$ cat src/rtl/hfence_seq_pkg.sv
// rtl/hfence_seq_pkg.sv - shared types, widths and helpers for the HFENCE sequencer
package hfence_seq_pkg;

    // Minimal core configuration record; only XLEN is consumed here.
    typedef struct packed {
        logic [31:0] XLEN;
    } cvw_t;

    localparam cvw_t CVW_RV64 = '{XLEN: 32'd64};
    localparam cvw_t CVW_RV32 = '{XLEN: 32'd32};

    localparam int VMIDW_RV64 = 14;   // hgatp[57:44]
    localparam int VMIDW_RV32 = 7;    // hgatp[28:22]
    localparam int ASIDW_RV64 = 16;
    localparam int ASIDW_RV32 = 9;
    localparam int VPNW_RV64  = 27;   // Sv39 VA[38:12]
    localparam int VPNW_RV32  = 20;   // Sv32 VA[31:12]

    typedef enum logic [2:0] {
        IDLE,
        WAIT,
        SCAN,
        FLUSH,
        DONE
    } hfence_state_t;

    function automatic int vmid_w(input int xlen);
        return (xlen == 64) ? VMIDW_RV64 : VMIDW_RV32;
    endfunction

    function automatic int asid_w(input int xlen);
        return (xlen == 64) ? ASIDW_RV64 : ASIDW_RV32;
    endfunction

    function automatic int vpn_w(input int xlen);
        return (xlen == 64) ? VPNW_RV64 : VPNW_RV32;
    endfunction

    // Bit position of the VMID field inside hgatp.
    function automatic int vmid_lsb(input int xlen);
        return (xlen == 64) ? 44 : 22;
    endfunction

endpackage

$ cat src/rtl/hfence_seq_if.sv
// rtl/hfence_seq_if.sv - TLB inspect/invalidate port between fence sequencer and TLB
// Ports: TLBBusy and Entry* tags flow TLB -> sequencer; EntryIdx, EntryInvalidate
// and FlushAllVirt flow sequencer -> TLB. master = sequencer side, slave = TLB side.
interface hfence_seq_if #(
    parameter int IDXW  = 5,
    parameter int VMIDW = 14,
    parameter int ASIDW = 16,
    parameter int VPNW  = 27
);
    logic             TLBBusy;
    logic             EntryValid;
    logic             EntryVirt;
    logic             EntryGlobal;
    logic [VMIDW-1:0] EntryVMID;
    logic [ASIDW-1:0] EntryASID;
    logic [VPNW-1:0]  EntryVPN;
    logic [IDXW-1:0]  EntryIdx;
    logic             EntryInvalidate;
    logic             FlushAllVirt;

    modport master (
        input  TLBBusy, EntryValid, EntryVirt, EntryGlobal, EntryVMID, EntryASID, EntryVPN,
        output EntryIdx, EntryInvalidate, FlushAllVirt
    );

    modport slave (
        output TLBBusy, EntryValid, EntryVirt, EntryGlobal, EntryVMID, EntryASID, EntryVPN,
        input  EntryIdx, EntryInvalidate, FlushAllVirt
    );
endinterface

$ cat src/rtl/hfence_match.sv
// rtl/hfence_match.sv - combinational HFENCE entry match rule
// Ports: fence operands (gvma, zero flags, vmid/asid/vpn) and one TLB entry's tags in;
// hit out when that entry must be invalidated.
module hfence_match #(
    parameter int VMIDW = 14,
    parameter int ASIDW = 16,
    parameter int VPNW  = 27
) (
    input  logic             gvma,
    input  logic             rs1_zero,
    input  logic             rs2_zero,
    input  logic [VMIDW-1:0] vmid,
    input  logic [ASIDW-1:0] asid,
    input  logic [VPNW-1:0]  vpn,
    input  logic             entry_valid,
    input  logic             entry_virt,
    input  logic             entry_global,
    input  logic [VMIDW-1:0] entry_vmid,
    input  logic [ASIDW-1:0] entry_asid,
    input  logic [VPNW-1:0]  entry_vpn,
    output logic             hit
);
    logic vmid_eq;
    logic vva_hit;
    logic gva_hit;

    assign vmid_eq = (entry_vmid == vmid);

    assign vva_hit = vmid_eq
                   & (rs1_zero | (entry_vpn == vpn))
                   & (rs2_zero | (~entry_global & (entry_asid == asid)));

    // GVMA ignores the guest-physical address: cached translations are combined
    // two-stage, so every entry of the VMID has to go.
    assign gva_hit = rs2_zero | vmid_eq;

    assign hit = entry_valid & entry_virt & (gvma ? gva_hit : vva_hit);
endmodule

$ cat src/rtl/hfence_seq.sv
// rtl/hfence_seq.sv - HFENCE.VVMA/GVMA sequencer walking the TLB one entry per cycle
// Ports: clk, reset (sync, active-low); fence request, operands and hgatp in;
// tlb (master) inspects/invalidates entries; FenceStallM holds M, FenceDoneM pulses at end.
module hfence_seq
    import hfence_seq_pkg::*;
#(
    parameter cvw_t P       = CVW_RV64,
    parameter int   ENTRIES = 32
) (
    input  logic              clk,
    input  logic              reset,
    input  logic              HFenceVVMAM,
    input  logic              HFenceGVMAM,
    input  logic [P.XLEN-1:0] FenceRs1M,
    input  logic [P.XLEN-1:0] FenceRs2M,
    input  logic              Rs1ZeroM,
    input  logic              Rs2ZeroM,
    input  logic [P.XLEN-1:0] HGATP_REGW,
    hfence_seq_if.master      tlb,
    output logic              FenceStallM,
    output logic              FenceDoneM
);
    localparam int XLEN  = int'(P.XLEN);
    localparam int IDXW  = $clog2(ENTRIES);
    localparam int VMIDW = vmid_w(XLEN);
    localparam int ASIDW = asid_w(XLEN);
    localparam int VPNW  = vpn_w(XLEN);
    localparam int VLSB  = vmid_lsb(XLEN);
    localparam logic [IDXW-1:0] IDX_LAST = IDXW'(ENTRIES - 1);

    hfence_state_t    state_q, state_d;
    logic [IDXW-1:0]  idx_q, idx_d;
    logic             gvma_q, gvma_d;
    logic             rs1z_q, rs1z_d;
    logic             rs2z_q, rs2z_d;
    logic [VPNW-1:0]  vpn_q, vpn_d;
    logic [ASIDW-1:0] asid_q, asid_d;
    logic [VMIDW-1:0] vmid_q, vmid_d;

    logic req;
    logic hit;
    logic unused_bits;

    assign req         = HFenceVVMAM | HFenceGVMAM;
    assign unused_bits = ^{FenceRs1M, FenceRs2M, HGATP_REGW};

    hfence_match #(
        .VMIDW (VMIDW),
        .ASIDW (ASIDW),
        .VPNW  (VPNW)
    ) u_match (
        .gvma         (gvma_q),
        .rs1_zero     (rs1z_q),
        .rs2_zero     (rs2z_q),
        .vmid         (vmid_q),
        .asid         (asid_q),
        .vpn          (vpn_q),
        .entry_valid  (tlb.EntryValid),
        .entry_virt   (tlb.EntryVirt),
        .entry_global (tlb.EntryGlobal),
        .entry_vmid   (tlb.EntryVMID),
        .entry_asid   (tlb.EntryASID),
        .entry_vpn    (tlb.EntryVPN),
        .hit          (hit)
    );

    always_comb begin
        state_d             = state_q;
        idx_d               = idx_q;
        gvma_d              = gvma_q;
        rs1z_d              = rs1z_q;
        rs2z_d              = rs2z_q;
        vpn_d               = vpn_q;
        asid_d              = asid_q;
        vmid_d              = vmid_q;
        FenceStallM         = 1'b0;
        FenceDoneM          = 1'b0;
        tlb.EntryInvalidate = 1'b0;
        tlb.FlushAllVirt    = 1'b0;

        unique case (state_q)
            IDLE: begin
                idx_d = '0;
                if (req) begin
                    FenceStallM = 1'b1;
                    // GVMA has priority if both decode strobes are high.
                    gvma_d = HFenceGVMAM;
                    rs1z_d = Rs1ZeroM;
                    rs2z_d = Rs2ZeroM;
                    vpn_d  = FenceRs1M[12 +: VPNW];
                    asid_d = FenceRs2M[ASIDW-1:0];
                    vmid_d = HFenceGVMAM ? FenceRs2M[VMIDW-1:0] : HGATP_REGW[VLSB +: VMIDW];
                    if (HFenceGVMAM & Rs1ZeroM & Rs2ZeroM) begin
                        state_d = FLUSH;
                    end else if (tlb.TLBBusy) begin
                        state_d = WAIT;
                    end else begin
                        state_d = SCAN;
                    end
                end
            end
            WAIT: begin
                FenceStallM = 1'b1;
                if (!tlb.TLBBusy) begin
                    state_d = SCAN;
                end
            end
            SCAN: begin
                FenceStallM = 1'b1;
                // A TLB fill owns the entry array this cycle: hold index, no clears.
                if (!tlb.TLBBusy) begin
                    tlb.EntryInvalidate = hit;
                    if (idx_q == IDX_LAST) begin
                        idx_d   = '0;
                        state_d = DONE;
                    end else begin
                        idx_d = idx_q + 1'b1;
                    end
                end
            end
            FLUSH: begin
                FenceStallM      = 1'b1;
                tlb.FlushAllVirt = 1'b1;
                state_d          = DONE;
            end
            DONE: begin
                FenceDoneM = 1'b1;
                state_d    = IDLE;
            end
            default: begin
                state_d = IDLE;
            end
        endcase
    end

    assign tlb.EntryIdx = idx_q;

    always_ff @(posedge clk) begin
        if (!reset) begin
            state_q <= IDLE;
            idx_q   <= '0;
            gvma_q  <= 1'b0;
            rs1z_q  <= 1'b0;
            rs2z_q  <= 1'b0;
            vpn_q   <= '0;
            asid_q  <= '0;
            vmid_q  <= '0;
        end else begin
            state_q <= state_d;
            idx_q   <= idx_d;
            gvma_q  <= gvma_d;
            rs1z_q  <= rs1z_d;
            rs2z_q  <= rs2z_d;
            vpn_q   <= vpn_d;
            asid_q  <= asid_d;
            vmid_q  <= vmid_d;
        end
    end
endmodule

$ cat src/flat_wrapper.sv
// flat-port wrapper written by rule: the top's interface ports become plain ports
module hfence_seq_flat import hfence_seq_pkg::*;
#(
    parameter cvw_t P       = CVW_RV64,
    parameter int   ENTRIES = 32
)
  (clk, reset, HFenceVVMAM, HFenceGVMAM, FenceRs1M, FenceRs2M, Rs1ZeroM, Rs2ZeroM, HGATP_REGW, FenceStallM, FenceDoneM, tlb_TLBBusy, tlb_EntryValid, tlb_EntryVirt, tlb_EntryGlobal, tlb_EntryVMID, tlb_EntryASID, tlb_EntryVPN, tlb_EntryIdx, tlb_EntryInvalidate, tlb_FlushAllVirt);
  hfence_seq_if #(.IDXW(5), .VMIDW(14), .ASIDW(16), .VPNW(27)) tlb_i ();
  input  logic clk;
  input  logic reset;
  input  logic HFenceVVMAM;
  input  logic HFenceGVMAM;
  input  logic [P.XLEN-1:0] FenceRs1M;
  input  logic [P.XLEN-1:0] FenceRs2M;
  input  logic Rs1ZeroM;
  input  logic Rs2ZeroM;
  input  logic [P.XLEN-1:0] HGATP_REGW;
  output logic FenceStallM;
  output logic FenceDoneM;
  input wire logic [$bits(tlb_i.TLBBusy)-1:0] tlb_TLBBusy;
  input wire logic [$bits(tlb_i.EntryValid)-1:0] tlb_EntryValid;
  input wire logic [$bits(tlb_i.EntryVirt)-1:0] tlb_EntryVirt;
  input wire logic [$bits(tlb_i.EntryGlobal)-1:0] tlb_EntryGlobal;
  input wire logic [$bits(tlb_i.EntryVMID)-1:0] tlb_EntryVMID;
  input wire logic [$bits(tlb_i.EntryASID)-1:0] tlb_EntryASID;
  input wire logic [$bits(tlb_i.EntryVPN)-1:0] tlb_EntryVPN;
  output wire logic [$bits(tlb_i.EntryIdx)-1:0] tlb_EntryIdx;
  output wire logic [$bits(tlb_i.EntryInvalidate)-1:0] tlb_EntryInvalidate;
  output wire logic [$bits(tlb_i.FlushAllVirt)-1:0] tlb_FlushAllVirt;
  assign tlb_i.TLBBusy = tlb_TLBBusy;
  assign tlb_i.EntryValid = tlb_EntryValid;
  assign tlb_i.EntryVirt = tlb_EntryVirt;
  assign tlb_i.EntryGlobal = tlb_EntryGlobal;
  assign tlb_i.EntryVMID = tlb_EntryVMID;
  assign tlb_i.EntryASID = tlb_EntryASID;
  assign tlb_i.EntryVPN = tlb_EntryVPN;
  assign tlb_EntryIdx = tlb_i.EntryIdx;
  assign tlb_EntryInvalidate = tlb_i.EntryInvalidate;
  assign tlb_FlushAllVirt = tlb_i.FlushAllVirt;
  hfence_seq #(.P(P), .ENTRIES(ENTRIES)) u_core (.clk(clk), .reset(reset), .HFenceVVMAM(HFenceVVMAM), .HFenceGVMAM(HFenceGVMAM), .FenceRs1M(FenceRs1M), .FenceRs2M(FenceRs2M), .Rs1ZeroM(Rs1ZeroM), .Rs2ZeroM(Rs2ZeroM), .HGATP_REGW(HGATP_REGW), .tlb(tlb_i), .FenceStallM(FenceStallM), .FenceDoneM(FenceDoneM));
endmodule
$ cat config.mk
export PLATFORM = sky130hd
export DESIGN_NAME = hfence_seq_flat
export DESIGN_NICKNAME = d
export VERILOG_FILES = /design/src/rtl/hfence_seq_pkg.sv /design/src/rtl/hfence_seq_if.sv /design/src/rtl/hfence_match.sv /design/src/rtl/hfence_seq.sv /design/src/flat_wrapper.sv
export SDC_FILE = /design/constraint.sdc
export NUM_CORES = 1
export LEC_CHECK = 0
export ABC_AREA = 1
export BUFFER_PORTS_ARGS = -buffer_cell sky130_fd_sc_hd__buf_2
export CELL_PAD_IN_SITES_DETAIL_PLACEMENT = 0
export CELL_PAD_IN_SITES_GLOBAL_PLACEMENT = 2
export CORE_MARGIN = 3
export CORE_UTILIZATION = 19
export CTS_CLUSTER_SIZE = 25
export DETAILED_ROUTE_END_ITERATION = 12
export PLACE_DENSITY = 0.91
export SLEW_MARGIN = 15
export SYNTH_ARGS = -nofsm -noshare
export SYNTH_HDL_FRONTEND = slang
export SYNTH_SLANG_ARGS = --single-unit
$ cat constraint.sdc
create_clock -name clk -period 2.5 [get_ports clk]
set_input_delay 0.75 -clock clk [delete_from_list [all_inputs] [get_ports clk]]
set_output_delay 0.75 -clock clk [all_outputs]
set_load 0.05 [all_outputs]
==> results of run 1 <==
[sequential cells by signal, summed over array words and instances (netlist names)]
signal / cells
u_core.tlb.EntryIdx: 5
u_core.rs2z_q: 1
u_core.gvma_q: 1
u_core.state_q: 3
u_core.vpn_q: 27
u_core.asid_q: 16
u_core.vmid_q: 14
u_core.rs1z_q: 1
[path summary, 6_finish.rpt]
check | to | depth (start not counted) | slack [ns]
setup / recovery | tlb_EntryInvalidate | 10 | -0.16
hold / removal | u_core.rs1z_q | 2 | 0.45
setup reg to reg | u_core.state_q[1] | 9 | 0.99
hold reg to reg | u_core.rs1z_q | 2 | 0.45
[cell usage after synthesis, types with 2 or more instances]
cell type                  number
sky130_fd_sc_hd__nand2_2        2
sky130_fd_sc_hd__inv_1         56
sky130_fd_sc_hd__nor3_1         9
sky130_fd_sc_hd__ha_1           2
sky130_fd_sc_hd__nor2_4         2
sky130_fd_sc_hd__or2_2          5
sky130_fd_sc_hd__nand4_1        3
sky130_fd_sc_hd__inv_2          3
sky130_fd_sc_hd__o21ai_0       54
sky130_fd_sc_hd__mux2i_1        6
sky130_fd_sc_hd__nor2_1        92
sky130_fd_sc_hd__buf_2          8
sky130_fd_sc_hd__buf_4          2
sky130_fd_sc_hd__nand3_1        4
sky130_fd_sc_hd__o21ai_1       14
sky130_fd_sc_hd__xor2_1         8
sky130_fd_sc_hd__clkbuf_1       8
sky130_fd_sc_hd__nand2_1       85
sky130_fd_sc_hd__buf_6          4
sky130_fd_sc_hd__nand2_4        2
sky130_fd_sc_hd__xnor2_1       23
sky130_fd_sc_hd__dfxtp_1       68
sky130_fd_sc_hd__a21oi_1       52
[kinds of logic (layout without fill, tap and decap cells)]
kind of cell / after synthesis / in the layout / synth area share (%)
compound gates: 122 / 122 / 17.19
xor+xnor: 31 / 31 / 7.614
fa+ha+maj: 2 / 2 / 0.7016
buf+inv: 81 / 211 / 9.859
flops: 68 / 68 / 38.18
mux: 6 / 6 / 1.684
simple gates: 209 / 209 / 24.77
[power by group through the flow]
stage | clock, mW | combinational (mW) | sequential, mW
after global placement | 0 | 1.73 | 1.73
after global routing | 1.36 | 1.97 | 1.77
final | 1.26 | 1.73 | 1.71
after detailed placement | 0 | 1.74 | 1.73
after floorplan | 0 | 1.29 | 1.74
after CTS | 1.32 | 1.75 | 1.71
[per-layer routing]
metal  track usage (%)  up-vias  share of wire (%)
met2             14.64       86                 41
met3             3.550       12                5.8
met4             3.452        2                1.4
li1                  -     1901                  -
met5                 0        -               0.12
met1             15.81     1514                 52
[area by class of cell]
cell class | instances | share of cell area (%)
Tap cell | 229 | 6.007
Clock buffer | 13 | 5.247
Multi-Input combinational cell | 370 | 39.53
Sequential cell | 68 | 28.54
Clock inverter | 2 | 0.7345
Inverter | 59 | 4.643
Timing Repair Buffer | 137 | 15.29
[worst max-delay path, cell delays in order]
cell and delay, ns:
sky130_fd_sc_hd__buf_2 0.10, sky130_fd_sc_hd__or2_2 0.26, sky130_fd_sc_hd__a21oi_1 0.12, sky130_fd_sc_hd__nand2_1 0.08
sky130_fd_sc_hd__nor2_1 0.09, sky130_fd_sc_hd__nand2_1 0.07, sky130_fd_sc_hd__nand2_1 0.08, sky130_fd_sc_hd__nand2_2 0.06
sky130_fd_sc_hd__a21oi_4 0.12, sky130_fd_sc_hd__buf_6 0.17
[timing repair]
action	CTS	global route
endpoints found under the setup margin	1	1
pin swaps	2	0
gates resized for setup	3	3
==> reports/summary.md, run 1 <==
The worst setup path is launched from an input port. At the later pin of the worst-skew pair, clock insertion delay measures 0.34 ns. By area the synthesized netlist is led by sky130_fd_sc_hd__dfxtp_1 (38%), sky130_fd_sc_hd__nor2_1 (9.7%), sky130_fd_sc_hd__nand2_1 (8.9%), sky130_fd_sc_hd__o21ai_0 (7.6%), sky130_fd_sc_hd__a21oi_1 (7.3%). The tools report the startpoint of the most critical register-to-register path as u_core.tlb.EntryIdx[0]. In the final design database the tool counted 906 nets. In the synthesized netlist the dominant register cell turns out to be sky130_fd_sc_hd__dfxtp_1. The number of max-slew violations in the final report was 0; the weighted congestion at the end of routability-driven global placement was 0.8097.

In this run the power spent charging and discharging nets is 1.783 mW. In the final layout, the multi-input gates occupy 1886 µm². In this run the deepest clock path goes through 2 buffers.

The number of placed instances, taps included, is 863. Combinational cells account for 36.7% of the total power. After detailed routing, the total wire length is 11160 µm. The antenna cell count is 0. The floorplan step defined a die boundary enclosing 20450 µm².

Once layout is done, the placed cells without fillers occupy 4770 µm². The top cell type by area accounts for 38.18% of the synthesized area. Leaving out fill and tap cells, the most frequent cell in the layout is sky130_fd_sc_hd__buf_2. The total area inside the core boundary comes to 18210 µm².

Between clock sinks in the finished design, the worst skew comes to 0.007666 ns. The clock network is responsible for 26.8% of the overall power. The run finished, with violations left. Dividing total power by cell area gives a power density of 985.4 nW/µm².

The cell count after synthesis came out at 519. The logs give 0 for the cts-stage hold buffer count and 0 for the detailed-route DRC error count. The number of failing hold endpoints at the final stage was 0. From bottom edge to top edge, the die measures 143.0 µm. The logs give 3186 for the number of global-route vias before repair and 2074 for the fill cell total of the finished layout.

The share of post-route cells with drive strength above 1 was 26.50%. Of the available clock period, the critical path in the final layout requires 106.2%. After synthesis the netlist holds a flip-flop and latch count of 68. The tools report the count of yosys warnings during synthesis as 0. The maximum clock rate was 0.3766 GHz. Clock tree synthesis selected as its root buffer the cell sky130_fd_sc_hd__clkbuf_16. The class of the most critical setup path is input port to primary output. The sequential cell area fraction in the yosys report is 38.18%, and the share of async-settable or async-resettable flops after synthesis is 0%. Library cell occupying the most area in the post-synthesis netlist: sky130_fd_sc_hd__dfxtp_1. Across every metal layer, demand over resource in global routing totals 10.75%. The final total power was 4.700 mW; the buffers inserted during post-CTS setup optimization was 0. The logs give 19.58% for the effective utilization at floorplan and 9 for the total clock buffers created by CTS. The path category of the worst min-delay check was flop to flop. At the worst endpoint, the required time is 1.75 ns. Setup total negative slack on the finished layout was measured at -0.1552 ns.

The detail route stage leaves a number of antenna-violating nets equal to 0. The filler-free cell count of the finished design came out at 878. At the pin with the least slew margin, the transition time is 0.4548 ns.

The first TritonRoute pass finished after 4 iterations. Counting distinct cell types in the post-synthesis netlist gives 30. The startpoint identified for the worst hold timing path is u_core.rs1z_q.

The number of antenna violations at the first check in global routing was 1. Of all nets on the critical path, the largest fanout is 2. The area added between synthesis and finish was 33.75%. Setup repair after global routing could not meet its margin everywhere. TritonCTS built the clock tree.

The average footprint of a synthesized cell is 6.871 µm², and the post-route core utilization is 26.19%. At the worst endpoint, the arrival time is 1.91 ns. The analysis attributes to cell leakage a power of 2.234 nW. The post-placement cell area came out at 4463 µm². The global route total overflow is 0. The floorplan has 49 rows. Pin placement for this block handled 268 I/O pins. The total vias in the final route came out at 3515. The sequential cells in the finished layout cover a total of 1361 µm².

The tools report the launch point of the critical path as tlb_EntryVMID[5]. In this run, synthesis inferred 0 flip-flops with an integrated enable. For the initial detailed-routing violation count, the log shows 138.

The worst pin sits at a relative slew slack of 69.68%. The H-tree generated during clock tree synthesis spans 3 levels. The worst-case hold slack came out at 0.4525 ns.

The run gives 36.5% as the share of total power in sequential cells. In this run switching power makes up 37.93% of total power. The count of buffers added on input and output ports is 132. Entering global routing, the biggest net connects 65 pins.

For the finished layout, the period the worst path requires is 2.655 ns. The sink count of the clock tree was 68. The worst setup path is captured at a primary output.

The post-place setup slack was -0.3242 ns; the final routed wire length divided by cell count was 12.71 µm. The HPWL after detailed placement is 8522 µm. For the number of failing setup endpoints in the final timing report, the log shows 1.

Max-cap violations in this run came to 0. Clock-pin slew was measured on the worst setup and hold paths at 0.06 ns. The post-layout worst setup margin was -0.1552 ns. The checks that failed: negative setup slack. The global-route wire length before repair was 16670 µm; the ratio of routed vias to standard cells was 4.003.

The total nets after synthesis is 780, and the synthesized area is 3566 µm². In the layout the commonest cells are sky130_fd_sc_hd__buf_2 (131), sky130_fd_sc_hd__nor2_1 (91), sky130_fd_sc_hd__nand2_1 (82). IR analysis of the VDD net gives a maximum drop of 0.0004544 V. The internal portion of the total power is 2.918 mW. The floorplan step set the die width to 143.0 µm.
Power figures use the tool's default switching activity.
==> run 2, diff against run 1 <==
==> constraint.sdc (replaced) <==
create_clock -name clk -period 2.5 [get_ports clk]
set_input_delay 0.75 -clock clk [delete_from_list [all_inputs] [get_ports clk]]
set_output_delay 0.75 -clock clk [all_outputs]
set_load 0.1 [all_outputs]
==> run 2 against run 1 <==
Against the previous run: clock-buffer cell count stayed put; sequential power barely moved; cell area grew 1.8%; the run still ends with negative setup slack left; largest cell class unchanged.
==> reports/summary.md, run 2 (synthesis gave the netlist of run 1 again) <==
The flow ran to the end, but the final reports show violations. The checks that failed: negative setup slack. The clock skew after layout is 0.003254 ns, and the actual slew at the worst max-slew pin is 0.5872 ns.

The finished cells cover 4855 µm². Max-cap violation count: 0. CTS saw 68 sinks. The number of global-route vias before repair came out at 3328. The run gives 0 as the detailed-route DRC error count. Setup repair after global routing could not meet its margin everywhere. The number of search-and-repair iterations in the first detailed-routing pass is 4, and the y dimension of the die is 143.0 µm. The tools report the launch point of the critical path as tlb_EntryVMID[1]. The largest registers in the layout are u_core.vpn_q: 27 flops, u_core.asid_q: 16 flops, u_core.vmid_q: 14 flops.

In this run the tightest slew margin relative to its limit is 60.85%. The data arrival time at the worst-slack endpoint came out at 2.02 ns. In this run the worst setup path terminates at tlb_EntryInvalidate. The final antenna-violating net count was 0. The run gives 0.4529 ns as the worst-case hold slack. Summed over all layers, the routed wires come to 11290 µm. The endpoint identified for the worst register-to-register timing path is u_core.vmid_q[0].

The worst-case vdd ir drop came out at 0.0005970 V. The cell leakage power was 2.278 nW. Leaving out fill and tap cells, the most frequent cell in the layout is sky130_fd_sc_hd__buf_2. Relative to the synthesized area, the layout overhead comes to 36.14%. Leaving out fill and tap cells, the most frequent cells in the layout are sky130_fd_sc_hd__buf_2 (127), sky130_fd_sc_hd__nor2_1 (88), sky130_fd_sc_hd__nand2_1 (83). Once the floorplan was initialized, standard cells occupied 19.58% of the core.

For this run, the share of the core covered by cells in the final layout is 26.66%. The floorplan step set the die width to 143.0 µm. Combinational cells account for 39.4% of the total power. The path category of the worst min-delay check was flop to flop. For the initial detailed-routing violation count, the log shows 151.

The family of cells with the greatest summed delay on the critical path was simple AND/OR/NAND/NOR gates. Entering global routing, the biggest net connects 57 pins. Net switching is 40.24% of the power. The tools report the startpoint of the most critical register-to-register path as u_core.state_q[0]. Post-layout worst setup margin: -0.2741 ns. Cell at the root of the clock tree: sky130_fd_sc_hd__clkbuf_16. TritonCTS built the clock tree.

The weighted congestion at the end of routability-driven global placement came out at 0.7823. The run gives 24.5% as the portion of total power attributed to the clock network. The critical-path cell with the highest stage delay is sky130_fd_sc_hd__or2_2. After routing, the total negative slack on setup checks comes to -0.2741 ns. For this run, the slowest stage of the critical path takes 0.28 ns.

The number of max-slew violations in the final report is 0, and the global route total overflow is 0. The run gives 0 as the number of antenna violations at the first check in global routing. The critical path goes through buf_2 -> or2_2 -> a21oi_2 -> nand2_1 -> nor2_1 -> nand2_1 -> nand2_1 -> nand2_1 -> a21oi_2 -> buf_12. The critical path capture point type was a primary output. The first global-routing pass estimated 17310 µm of wire. The critical path contains buffers and inverters numbering 2 combined.

Counting buffers and inverters, the worst setup path is 10 cells deep. The register with the most flip-flops in the final layout is u_core.vpn_q. Dividing the detail-routed wire length by the instance count gives 12.81 µm. Class of the most critical setup path: input port to primary output. The number of failing setup endpoints in the final timing report was 1; the worst setup slack for register-to-register paths was 0.77 ns. The clock passes through at most 2 buffers.

The total of buffers placed on input and output ports was 132. The ratio of routed vias to standard cells works out to 4.014. The share of total power in sequential cells was 36.0%; the placement row count was 49. Clock tree synthesis inserted a total of 9 buffers.

The run gives 1.75 ns as the required time of the critical path. In this run the power density over the cells is 989.3 nW/µm². The run gives 1.933 mW as the net switching power. The flip-flop count of the largest register, all copies and words added was 27; the sum of net half-perimeters after detailed placement was 8637 µm.

The startpoint identified for the worst hold timing path is u_core.rs1z_q. Of all nets on the critical path, the largest fanout is 2. The final net count was 909; the clock latency at the later pin of the worst-skew pair was 0.33 ns.

The internal power is 2.870 mW. For the core footprint, the log shows 18210 µm². The most frequent cell on the critical path was sky130_fd_sc_hd__nand2_1. 0 antenna diodes ended up in the layout. The final period utilization works out to 111.0%.

Measured in cells, the most critical reg-to-reg path has a length of 6. Type of element launching the critical path: an input port. For the number of failing hold endpoints at the final stage, the log shows 0. The filler-free cell count of the finished design was 881; the area of the die was 20450 µm². The run gives 3 as the total number of H-tree levels. The run gives 268 as the count of boundary I/O pins. The clock-pin slew on the worst setup and hold paths was 0.05 ns; the number of cells after detailed placement was 866. The share of post-route cells with drive strength above 1 is 28.68%.

The logs give 0.3605 GHz for the maximum clock rate and 11.15% for the combined global-route utilization of all metal layers. The smallest clock period supported by the final layout is computed as 2.774 ns. The post-placement cell area was 4508 µm²; the total vias in the final route was 3536.
==> run 2: cell types whose count changed in the layout (fill, tap and decap cells not counted), sizes merged <==
cell	delta
buf	+3
bufinv	-1
clkinv	+1
==> run 2: worst min path at each step <==
stage	endpoint	slack [ns]	cells after the start
after floorplan	u_core.rs1z_q	0.43	2
after CTS	u_core.rs1z_q	0.46	2
after global placement	u_core.rs1z_q	0.44	2
after detailed placement	u_core.rs1z_q	0.45	2
after global routing	u_core.vpn_q[13]	0.48	2
final	u_core.rs1z_q	0.45	2
==> run 2: power groups by stage <==
stage	Clock (mW)	Combinational, mW	Sequential (mW)
final	1.18	1.89	1.73
after global routing	1.29	2.17	1.78
after CTS	1.25	1.90	1.72
after detailed placement	0	1.88	1.74
after global placement	0	1.86	1.73
after floorplan	0	1.33	1.82
==> run 2: worst min-delay path, stage by stage, from the launching register on <==
cell	delay (ns)
sky130_fd_sc_hd__dfxtp_1	0.29
sky130_fd_sc_hd__inv_1	0.06
sky130_fd_sc_hd__a21oi_1	0.06
==> run 2: timing repair <==
action | in CTS | in global routing
hold buffers | 0 | 0
pin swaps | 0 | 9
endpoints found under the setup margin | 1 | 1
buffers inserted | 0 | 0
hold endpoints to repair | 0 | 0
gates resized for setup | 5 | 12
==> run 2: cell type report <==
type | count | area [µm²]
Fill cell | 2035 | 13350
Timing Repair Buffer | 140 | 782.0
Clock inverter | 2 | 10.01
Inverter | 59 | 221.5
Sequential cell | 68 | 1361
Multi-Input combinational cell | 370 | 1933
Clock buffer | 13 | 260.3
Tap cell | 229 | 286.5
==> run 2: metal layers <==
| metal | vias up | GRT usage, % | routed length, µm |
|---|---|---|---|
| met3 | 5 | 3.818 | 665 |
| li1 | 1904 | - | - |
| met4 | 0 | 2.851 | 97 |
| met2 | 90 | 16.12 | 4718 |
| met1 | 1537 | 15.83 | 5804 |
| met5 | - | 0 | 0 |
==> run 2: per-stage QoR <==
step,power (mW),setup slack [ns]
6_report,4.803,-0.2741
4_1_cts,4.868,-0.2853
5_1_grt,5.238,-0.4016
3_5_place_dp,3.616,-0.2829
3_3_place_gp,3.595,-0.3109
2_1_floorplan,3.151,-0.5170
==> run 3, diff against run 2 <==
--- a/config.mk
+++ b/config.mk
@@ -7,13 +7,11 @@
 export LEC_CHECK = 0
 export ABC_AREA = 1
 export BUFFER_PORTS_ARGS = -buffer_cell sky130_fd_sc_hd__buf_2
-export CELL_PAD_IN_SITES_DETAIL_PLACEMENT = 0
-export CELL_PAD_IN_SITES_GLOBAL_PLACEMENT = 2
-export CORE_MARGIN = 3
-export CORE_UTILIZATION = 19
+export CORE_AREA = 3 3 103 105
 export CTS_CLUSTER_SIZE = 25
 export DETAILED_ROUTE_END_ITERATION = 12
-export PLACE_DENSITY = 0.91
+export DIE_AREA = 0 0 106 108
+export PLACE_DENSITY_LB_ADDON = 0.1
 export SLEW_MARGIN = 15
 export SYNTH_ARGS = -nofsm -noshare
 export SYNTH_HDL_FRONTEND = slang
==> constraint.sdc (replaced) <==
create_clock -name clk -period 3.3 [get_ports clk]
set_input_delay 0.99 -clock clk [delete_from_list [all_inputs] [get_ports clk]]
set_output_delay 0.99 -clock clk [all_outputs]
set_load 0.1 [all_outputs]
==> run 3 against run 2 <==
Against the previous run: the flow now finishes without violations; non-clock buffer count down 3; worst hold slack about the same; power down 31%; via count up 1.2%; die area down 44%; cell area down 5.7%; sequential power down 25%; critical path type unchanged; highest routed layer is now met5.
==> reports/summary.md, run 3 (synthesis gave the netlist of run 1 again) <==
The critical-path cell with the highest stage delay is sky130_fd_sc_hd__or2_2. Most frequent cell on the critical path: sky130_fd_sc_hd__nand2_1. Path category of the worst min-delay check: flop to flop. The count of boundary I/O pins is 268, and the worst setup slack for register-to-register paths is 1.67 ns. The worst setup path is of the input port to primary output kind. Broken down by cell family, the worst path's largest delay share belongs to simple AND/OR/NAND/NOR gates. The post-layout worst setup margin is 0.06914 ns, and the count of cells along the worst register-to-register path is 6. The count of nets left with antenna violations once routing finished came out at 0. For the number of global-route vias before repair, the log shows 3309. In the global route stage, overall resource usage came out at 17.64%. The number of antenna violations at the first check in global routing is 1. The worst setup path is captured at a primary output.

The max-cap violation count came out at 0. The register with the most flip-flops in the layout has 27 of them. The tools report the startpoint of the most critical register-to-register path as u_core.state_q[0]. CTS built an H-tree with a depth of 3.

The die covers 11450 µm². From bottom edge to top edge, the die measures 108 µm. The number of failing hold endpoints at the final stage was 0. Summed over all layers, the global routing overflow is 0.

Entering global routing, the biggest net connects 57 pins. Detailed-route DRC error count: 0. The run finished with clean final reports. The number of max-slew violations in the final report was 0.

Ranked by flip-flop count, first place goes to u_core.vpn_q. The tools report the fill cell total of the finished layout as 1070. The library cells used most frequently in the layout, excluding fill and tap cells, are sky130_fd_sc_hd__buf_2 (129), sky130_fd_sc_hd__nor2_1 (88), sky130_fd_sc_hd__nand2_1 (83). Setup violations remaining at the end of the flow were counted as 0.

In this run the critical register-to-register path is captured at u_core.vmid_q[8]. The total vias in the final route is 3577. The final routed wire length divided by cell count was 12.90 µm; the power density over the cells was 722.6 nW/µm². In this run the core area contains 36 standard-cell rows. The hold path startpoint was u_core.rs1z_q. The run gives -0.01189 ns as the post-place setup slack. After clock tree synthesis, the flow added hold-fix buffers numbering 0. Timing would allow up to 0.3095 GHz. Walking the worst path, the cells encountered are buf_2 -> or2_2 -> a21oi_2 -> nand2_1 -> nor2_2 -> nand2_1 -> nand2_1 -> nand2_2 -> a21oi_4 -> buf_12. For the pin with the worst max-slew slack, the measured transition is 0.5512 ns. The largest registers in the layout are u_core.vpn_q: 27 flops, u_core.asid_q: 16 flops, u_core.vmid_q: 14 flops. Using the TritonRoute via totals, the vias-per-cell ratio works out to 4.568. The tools report the global-route wire length before repair as 15970 µm. STA classifies the critical path startpoint as an input port.

The post-route netlist has 27.85% of its cells at a drive strength greater than 1. Leaving out fill and tap cells, the most frequent cell in the layout is sky130_fd_sc_hd__buf_2. For this block, the initial DRC count from the detailed router was 197. For the effective utilization at floorplan, the log shows 36.65%. The tools report the final total power as 3.306 mW. The clock skew after layout is 0.005588 ns, and the max-slew headroom at the worst pin is 63.25%. 0 antenna diodes ended up in the layout.

The clock passes through at most 2 buffers. The congestion estimate from routability-driven global placement came to 0.7873. The routed design has 10100 µm of wire.

For the worst-skew pair, the clock arrives at the later sink with an insertion delay of 0.34 ns. Clock-pin slew on the worst setup and hold paths: 0.07 ns. CTS placed an instance of sky130_fd_sc_hd__clkbuf_8 at the clock tree root. Summed over all cells, the static leakage comes to 2.198 nW.

Buffers inserted during clock tree synthesis total 9. The buffers plus inverters on the worst setup path was 2. The count of buffers added on input and output ports is 132. Data on the critical path arrives at its endpoint at 2.24 ns. Relative to the synthesized area, the layout overhead comes to 28.32%. The worst-case vdd ir drop is 0.0004616 V, and the maximum fanout count along the critical path is 2. The clock period could shrink to 3.231 ns. The width of the die is 106 µm. Setup repair after global routing could not meet its margin everywhere. The largest single stage delay on the critical path is 0.27 ns.

The wire-length estimate of the detail-placed layout is 7562 µm. The worst hold path cell count was 2; the sink count of the clock tree was 68. For the worst setup path, the data required time is 2.31 ns. The final period utilization was 97.90%. TritonCTS built the clock tree. The number of search-and-repair iterations in the first detailed-routing pass was 4.

For this run, the post-layout net count is 906. The total area inside the core boundary comes to 9729 µm². For hold timing, the worst endpoint is u_core.rs1z_q.
[run 3: cell count changes in the layout (fill, tap and decap cells not counted), sizes merged]
cell      previous run  this run
buf                140       137
clkbuf              13        11
clkinvlp             0         1
clkinv               2         4
[run 3: worst max path at each step]
stage	endpoint	start	slack, ns	cells past startpoint
after floorplan	tlb_EntryInvalidate	tlb_EntryVMID[1]	-0.20	8
after global placement	tlb_EntryInvalidate	tlb_EntryVMID[5]	-0.02	10
after detailed placement	tlb_EntryInvalidate	tlb_EntryVMID[5]	-0.01	10
after CTS	tlb_EntryInvalidate	tlb_EntryVMID[1]	0.02	10
after global routing	tlb_EntryInvalidate	tlb_EntryVPN[22]	-0.02	11
final	tlb_EntryInvalidate	tlb_EntryVMID[1]	0.07	10
[run 3: cell type report]
cell class	instances	area (µm²)	area share [%]
clock buffers	11	141.4	3.090
clock inverters	5	27.53	0.6016
multi-input cells	370	1911	41.76
repair buffers	137	747.0	16.32
well taps	133	166.4	3.637
inverters	59	221.5	4.840
flip-flops and latches	68	1361	29.75
[run 3: what timing repair did]
action                     CTS  global route
pin swaps                    0             5
setup buffers                0             0
hold endpoints to repair     0             0
setup endpoints to repair    1             1
gates resized for setup      2            10
[run 3: routing by layer]
| layer | vias up | share of wire [%] | global-route usage, % |
|---|---|---|---|
| li1 | 1896 | - | - |
| met5 | - | 0.16 | 0 |
| met2 | 99 | 41 | 25.50 |
| met4 | 2 | 0.88 | 4.440 |
| met1 | 1570 | 52 | 25.61 |
| met3 | 10 | 6.3 | 5.313 |
[run 3: power by group]
group / internal, mW / total (mW) / switching (mW)
Sequential: 1.11 / 1.30 / 0.190
Clock: 0.288 / 0.616 / 0.327
Combinational: 0.496 / 1.39 / 0.892
Total: 1.90 / 3.31 / 1.41
[run 3: worst reg2reg max path, cell delays in order (launching register included)]
cell,delay (ns)
sky130_fd_sc_hd__dfxtp_1,0.37
sky130_fd_sc_hd__nor2_2,0.21
sky130_fd_sc_hd__nand2_4,0.11
sky130_fd_sc_hd__nor2_8,0.10
sky130_fd_sc_hd__buf_4,0.47
sky130_fd_sc_hd__o21ai_0,0.17
sky130_fd_sc_hd__a21oi_1,0.14
[run 3: per-stage QoR]
| stage | cells | setup TNS, ns | hold slack, ns | cell area, µm² | util (%) |
|---|---|---|---|---|---|
| after floorplan | 519 | -0.1970 | 0.4298 | 3578 | - |
| after global placement | 767 | -0.02240 | 0.4399 | 4355 | 44.77 |
| after detailed placement | 767 | -0.01189 | 0.4455 | 4355 | 44.77 |
| after CTS | 783 | 0 | 0.4574 | 4531 | 46.57 |
| after global routing | 783 | -0.02133 | 0.4945 | 4576 | 47.03 |
| final | 783 | 0 | 0.4526 | 4576 | 47.03 |
